--- src/rtl/seg7_display_scheduler.sv ---
// Time-shares one 4-digit seven-segment driver between operand A, operand B and the FMA result.
// Optional feature macro: SEG7_RESULT_PRIORITY_EN (a new result preempts rotation and stepping).
module seg7_display_scheduler #(
   parameter int DWELL_CYCLES = 200_000_000,
   parameter int DATA_W       = 16
) (
   input  logic              clk_100MHz,
   input  logic              reset,
   input  logic              a_valid,
   input  logic [DATA_W-1:0] a_data,
   input  logic              b_valid,
   input  logic [DATA_W-1:0] b_data,
   input  logic              r_valid,
   input  logic [DATA_W-1:0] r_data,
   input  logic              auto_en,
   input  logic              step,
   output logic              dm_write,
   output logic [DATA_W-1:0] data_out,
   output logic [1:0]        src_sel,
   output logic [2:0]        src_fresh
);

`ifdef SEG7_RESULT_PRIORITY_EN
   localparam logic RESULT_PRIORITY = 1'b1;
`else
   localparam logic RESULT_PRIORITY = 1'b0;
`endif

   localparam logic [27:0] TIMER_LAST = 28'(DWELL_CYCLES - 1);
   localparam logic [1:0]  SEL_A      = 2'd0;
   localparam logic [1:0]  SEL_B      = 2'd1;
   localparam logic [1:0]  SEL_R      = 2'd2;

   typedef enum logic {ST_SHOW, ST_DWELL} state_t;

   state_t            state_q, state_d;
   logic [DATA_W-1:0] hold_a_q, hold_a_d;
   logic [DATA_W-1:0] hold_b_q, hold_b_d;
   logic [DATA_W-1:0] hold_r_q, hold_r_d;
   logic              dm_write_q, dm_write_d;
   logic [DATA_W-1:0] data_out_q, data_out_d;
   logic [1:0]        src_sel_q, src_sel_d;
   logic [2:0]        src_fresh_q, src_fresh_d;
   logic [27:0]       timer_q, timer_d;
   logic              pending_q, pending_d;

   logic [DATA_W-1:0] holdSel;
   logic              curValid;
   logic [1:0]        selNext;
   logic [2:0]        freshClr;

   always_comb begin
      holdSel  = '0;
      curValid = 1'b0;
      case (src_sel_q)
         SEL_A: begin holdSel = hold_a_q; curValid = a_valid; end
         SEL_B: begin holdSel = hold_b_q; curValid = b_valid; end
         SEL_R: begin holdSel = hold_r_q; curValid = r_valid; end
         default: begin holdSel = '0; curValid = 1'b0; end
      endcase
      selNext = (src_sel_q == SEL_R) ? SEL_A : src_sel_q + 2'd1;
   end

   // SHOW issues one registered write; DWELL decides what triggers the next SHOW.
   always_comb begin
      state_d    = state_q;
      dm_write_d = 1'b0;
      data_out_d = data_out_q;
      src_sel_d  = src_sel_q;
      timer_d    = timer_q;
      pending_d  = pending_q;
      freshClr   = 3'b000;
      hold_a_d   = a_valid ? a_data : hold_a_q;
      hold_b_d   = b_valid ? b_data : hold_b_q;
      hold_r_d   = r_valid ? r_data : hold_r_q;

      case (state_q)
         ST_SHOW: begin
            dm_write_d = 1'b1;
            data_out_d = holdSel;
            freshClr   = 3'b001 << src_sel_q;
            pending_d  = curValid;
            if (RESULT_PRIORITY && r_valid) begin
               pending_d = 1'b1;
               src_sel_d = SEL_R;
            end
            state_d = ST_DWELL;
         end
         ST_DWELL: begin
            if (RESULT_PRIORITY && r_valid) begin
               src_sel_d = SEL_R;
               timer_d   = '0;
               state_d   = ST_SHOW;
            end else if (step) begin
               src_sel_d = selNext;
               timer_d   = '0;
               state_d   = ST_SHOW;
            end else if (pending_q || curValid) begin
               state_d = ST_SHOW;
            end else if (auto_en && (timer_q == TIMER_LAST)) begin
               src_sel_d = selNext;
               timer_d   = '0;
               state_d   = ST_SHOW;
            end else if (auto_en) begin
               timer_d = timer_q + 28'd1;
            end
         end
         default: state_d = ST_SHOW;
      endcase

      // A capture in the same cycle as its SHOW keeps the fresh flag set.
      src_fresh_d = (src_fresh_q & ~freshClr) | {r_valid, b_valid, a_valid};
   end

   always_ff @(posedge clk_100MHz or posedge reset) begin
      if (reset) begin
         state_q     <= ST_SHOW;
         hold_a_q    <= '0;
         hold_b_q    <= '0;
         hold_r_q    <= '0;
         dm_write_q  <= 1'b0;
         data_out_q  <= '0;
         src_sel_q   <= SEL_A;
         src_fresh_q <= 3'b000;
         timer_q     <= '0;
         pending_q   <= 1'b0;
      end else begin
         state_q     <= state_d;
         hold_a_q    <= hold_a_d;
         hold_b_q    <= hold_b_d;
         hold_r_q    <= hold_r_d;
         dm_write_q  <= dm_write_d;
         data_out_q  <= data_out_d;
         src_sel_q   <= src_sel_d;
         src_fresh_q <= src_fresh_d;
         timer_q     <= timer_d;
         pending_q   <= pending_d;
      end
   end

   assign dm_write  = dm_write_q;
   assign data_out  = data_out_q;
   assign src_sel   = src_sel_q;
   assign src_fresh = src_fresh_q;

endmodule

--- config.mk ---
export PLATFORM = sky130hd
export DESIGN_NAME = seg7_display_scheduler
export DESIGN_NICKNAME = d
export VERILOG_FILES = /design/src/rtl/seg7_display_scheduler.sv
export SDC_FILE = /design/constraint.sdc
export NUM_CORES = 1
export LEC_CHECK = 0
export ABC_AREA = 1
export BUFFER_PORTS_ARGS = -buffer_cell sky130_fd_sc_hd__buf_2
export CAP_MARGIN = 20
export CORE_ASPECT_RATIO = 1.2
export CORE_MARGIN = 5
export CORE_UTILIZATION = 35
export DETAILED_ROUTE_END_ITERATION = 6
export MAX_ROUTING_LAYER = met4
export PLACE_DENSITY = 0.58
export SLEW_MARGIN = 20
export SYNTH_ARGS = -nofsm -noshare
export SYNTH_HDL_FRONTEND = slang
export SYNTH_SLANG_ARGS = --single-unit
--- constraint.sdc ---
create_clock -name clk_100MHz -period 8 [get_ports clk_100MHz]
set_input_delay 0.8 -clock clk_100MHz [delete_from_list [all_inputs] [get_ports clk_100MHz]]
set_output_delay 0.8 -clock clk_100MHz [all_outputs]
set_load 0.02 [all_outputs]
======== Word level (Yosys, flattened, before mapping) ========
Index checks and enable logic that the tools add are counted.
storage, ports and cells
  input bits .............................. 55
  bits in registers ....................... 100
  output and inout port bits .............. 22
  logic and storage cells ................. 44
cells by class
  shifts and indexed selects .............. 1
  $add $sub $neg .......................... 2
  mux-type cells .......................... 16
  reductions and logical operators ........ 7
  bitwise gates (word level) .............. 4
  equal/unequal tests ..................... 4
operators with widths
  cell                                              number
  two-way mux 28 bit                                4
  case mux 16 bit (3 select lines)                  1
  adder 28 x 1 -> 28 bit (second input constant)    1
  == test 28 bit (second input constant)            1
  two-way mux 2 bit                                 4
  AND reduction 3 bit                               2
  two-way mux 1 bit                                 4
  bitwise AND 3 bit                                 1
  two-way mux 3 bit                                 1
  NOT 3 bit                                         1
  bitwise OR 3 bit                                  1
  case mux 1 bit (3 select lines)                   1
  nonzero test 3 bit                                1
  << shifter 1 x 2 -> 3 bit (first input constant)  1
  adder 2 x 1 -> 2 bit (second input constant)      1
  == test 2 x 1 -> 1 bit (second input constant)    1
  == test 2 bit (second input constant)             1
  zero test 2 bit                                   1
  inequality test 2 bit (second input constant)     1
  case mux 1 bit (2 select lines)                   1
  nonzero test 2 bit                                1
  logical AND 1 bit                                 1
  logical OR 1 bit                                  1
  NOT 1 bit                                         1

======== Depth between registers and ports, before layout ========
  depth after elaboration ................. 6
  mapped depth ............................ 11
  mapped depth without buffers ............ 11

======== Worst setup path before layout ========
Ideal clock, no wire load.
  kind .................................... input-to-reg
  start ................................... in a_valid
  end ..................................... reg timer_q[6]
  path slack .............................. 6.186 ns
  setup time .............................. 0.118 ns
  path buffers ............................ 2
  arrival time ............................ 1.696 ns
  data required time ...................... 7.882 ns
  cell stages on the path ................. 9
  cell sequence ........................... clkbuf_1 -> nand2_4 -> nand4_4 -> nand2_4 -> nand2_2 -> nor2_4 -> buf_6 -> nand2_1 -> o21ai_2
between the ends
  longest elaborated chain between the ends .. 4
ends and longest elaborated chain
  item                             RTL line  source
  from (decl)                      9         input logic a_valid,
  case mux 1 bit (3 select lines)  55        case (src_sel_q)
  logical OR 1 bit                 98        end else if (pending_q || curValid) begin
  inequality test 2 bit (no line)  n/a
  AND reduction 3 bit (no line)    n/a
  to (signal assigned)             136       timer_q <= timer_d;
  to (decl)                        44        logic [27:0] timer_q, timer_d;
No other way between the ends.
A chain may end at the register's enable or synchronous reset.

======== Final worst setup path ========
  start ................................... in b_valid
  end ..................................... reg timer_q[6]
between the ends
  longest elaborated chain between the ends .. 4
ends and longest elaborated chain
  item                             RTL line  source
  from (decl)                      11        input logic b_valid,
  case mux 1 bit (3 select lines)  55
  logical OR 1 bit                 98
  inequality test 2 bit (no line)  n/a
  AND reduction 3 bit (no line)    n/a
No other way between the ends.

==> flow_summary.ini <==
[cells_and_area]
final_nets = 794
final_cells = 918
n_antenna_cell = 0
fill_cells = 1508
final_common_cell = nand2_1
seqCellArea_sq_um = 2502
drive_gt1_share_pct = 15.75
area_growth_pct = 15.68
layout_common_cells = nand2_1 (280), dfrtp_1 (100), buf_2 (76)
multiInputGateArea_sq_um = 2213

[global_route]
track_usage_pct = 16.52
grt_pass1_wl_um = 21960
antenna_found_initial = 0
grt-ovfl-total = 0
grt_max_degree = 82
grt_pass1_vias = 4506

[place]
dp.cells = 902
hpwl_um = 9112
gp_congestion = 0.9234
portBuffers = 76

[drt]
drt-total-wl_um = 12950
vias = 4476
wl_per_cell_um = 14.11
drt-vias-per-instance = 4.876
drc_errors = 0
ant_nets = 0
drt_first_pass_iters = 5
first_iter_violations = 254

[sta]
final-hold-violation-count = 0
worst_pin_slew_ns = 0.7506
slew_headroom_pct = 49.96
fmax_mhz = 509.7
setup_viol = 0
fin_worst_skew_ns = 0.009234
rsz0062_at_grt = no
fin_hold_ws_ns = 0.3768
slew_violations = 0
setup_tns_ns = 0
period_needed_ns = 1.962
finalCritPeriodShare_pct = 24.52

[logic_synthesis]
postSynthRegisterBits = 100
seq_area_frac_synth_pct = 49.46
postSynthAreaPerCell_sq_um = 7.530
yosysUniqueCellTypes = 31
ys_warn_count = 0
netlist_instances = 672
syn_nets = 728
syn_area_sq_um = 5060

[critical_path]
critPathSlowestCell = nor2_4
crit_path_end_kind = register
slowest_delay_ns = 0.43
worst-setup-path-type = primary input to register
crit_arrival_ns = 2.24
path_cells = buf_2, nand3_1, nand4_4, nand2_4, nand2_2, nor2_4, nand2_1, o21ai_2
crit_required_ns = 8.27
worst-path-max-fanout = 31
worstSetupStartpointType = primary input

[cts]
post-cts-setup-buffers = 0
cts-root-buf = clkbuf_16
ctsResizeCount = 0
cts.sinks = 100
cts_hold_buffers = 0
cts_tree = built
cts_max_level = 3
insertion_delay_ns = 0.35
path_clk_slew_ns = 0.08
cts_buffer_depth = 2
numCtsBuffers = 9

[floorplanning]
fp.dieArea_sq_um = 16970
fp.dieH_um = 141.7
core-area_sq_um = 14290
num_rows = 48
fp.dieW_um = 119.8
initial_core_util_pct = 35.40
boundaryPins = 77

[power]
irDropWorstVdd_mv = 0.1393
pwr_density_cell_nw_per_um2 = 257.5
leakage_nw = 2.843

[hold_path]
min_path_type = primary input to async pin

[job]
drv_cap = 0

[run_status]
outcome = complete, no violations
-- critical path, delay by kind of cell --
family                 cells  cell delay [ns]
AOI/OAI and AO/OA          1             0.09
and+or+nand+nor            6             1.07
buffers and inverters      1             0.26
-- metal layers --
| metal | global-route usage (%) | vias up | wire length, um |
|---|---|---|---|
| li1 | - | 2237 | - |
| met1 | 20.48 | 2111 | 5723 |
| met2 | 27.41 | 108 | 6405 |
| met3 | 2.592 | 20 | 536 |
| met4 | 6.092 | 0 | 286 |
| met5 | - | - | 0 |
-- worst paths after layout --
check | cells past startpoint | end | from | slack [ns]
max | 8 | timer_q[6]$_DFFE_PP0P_ | b_valid | 6.04
min | 2 | hold_r_q[0]$_DFFE_PP0P_ | reset | 0.38
max reg2reg | 6 | timer_q[18]$_DFFE_PP0P_ | src_sel[0]$_DFFE_PP0P_ | 6.12
min reg2reg | 2 | hold_b_q[6]$_DFFE_PP0P_ | hold_b_q[6]$_DFFE_PP0P_ | 0.48
max in group asynchronous | 3 | timer_q[27]$_DFFE_PP0P_ | reset | 6.61
min in group clk_100MHz | 2 | hold_b_q[6]$_DFFE_PP0P_ | hold_b_q[6]$_DFFE_PP0P_ | 0.48
-- report_power, final --
| part | total [mW] | internal [mW] | switching [mW] |
|---|---|---|---|
| clock | 0.435 | 0.220 | 0.215 |
| sequential | 0.634 | 0.585 | 0.0492 |
| combinational | 0.439 | 0.132 | 0.307 |
-- through the flow --
stage               power [mW]  cell area, sq um  utilization, %  setup slack, ns
floorplan               0.9554              5060               -            4.581
global placement         1.082              5554           38.86            5.696
detailed placement       1.091              5554           38.86            5.670
CTS                      1.531              5849           40.92            6.028
global route             1.607              5853           40.95            5.875
finish                   1.507              5853           40.95            6.038
-- layout make-up --
type	instances	share of cell area (%)
Clock buffer	9	3.848
Clock inverter	7	1.197
Inverter	59	3.826
Multi-Input combinational cell	490	37.82
Sequential cell	100	42.75
Tap cell	175	3.741
Timing Repair Buffer	78	6.819
-- cells by family after synthesis --
kind of cell / share of synthesized area [%]
AND/OR/NAND/NOR: 33.65
flip-flops: 49.46
buffers and inverters: 6.800
AO/OA/AOI/OAI: 8.803
XOR/XNOR: 1.039
adder cells (fa/ha/maj): 0.2472
-- flip-flops by register name (all words and copies together), names as in the netlist --
signal,count
pending_q,1
data_out,16
hold_a_q,16
src_fresh,3
timer_q,28
hold_r_q,16
dm_write,1
hold_b_q,16
src_sel,2
state_q,1
-- cell usage after synthesis --
library cell,n,area (sq um)
nand3_2,3,30.03
and3_1,1,6.260
inv_2,1,3.750
nand3_1,28,140.1
nor2_1,71,266.5
clkbuf_1,14,52.55
nor2_4,5,56.30
or2_2,1,6.260
buf_4,1,7.510
dfrtp_1,100,2502
a221oi_1,11,96.34
xor2_1,5,43.79
buf_8,1,15.01
nand2_4,4,45.04
buf_6,2,22.52
ha_1,1,12.51
o22ai_1,1,6.260
nor3_1,2,10.01
inv_1,58,217.7
nand4_1,4,25.02
o21ai_1,7,35.03
buf_2,5,25.02
a21oi_1,5,25.02
o21ai_0,50,250.2
nand3b_4,1,20.02
o21ai_2,2,17.52
nand2_2,4,25.02
nand2_1,280,1051
nand4_4,1,21.27
xnor2_1,1,8.760
o21bai_1,2,15.01
Power figures use the tool's default switching activity.
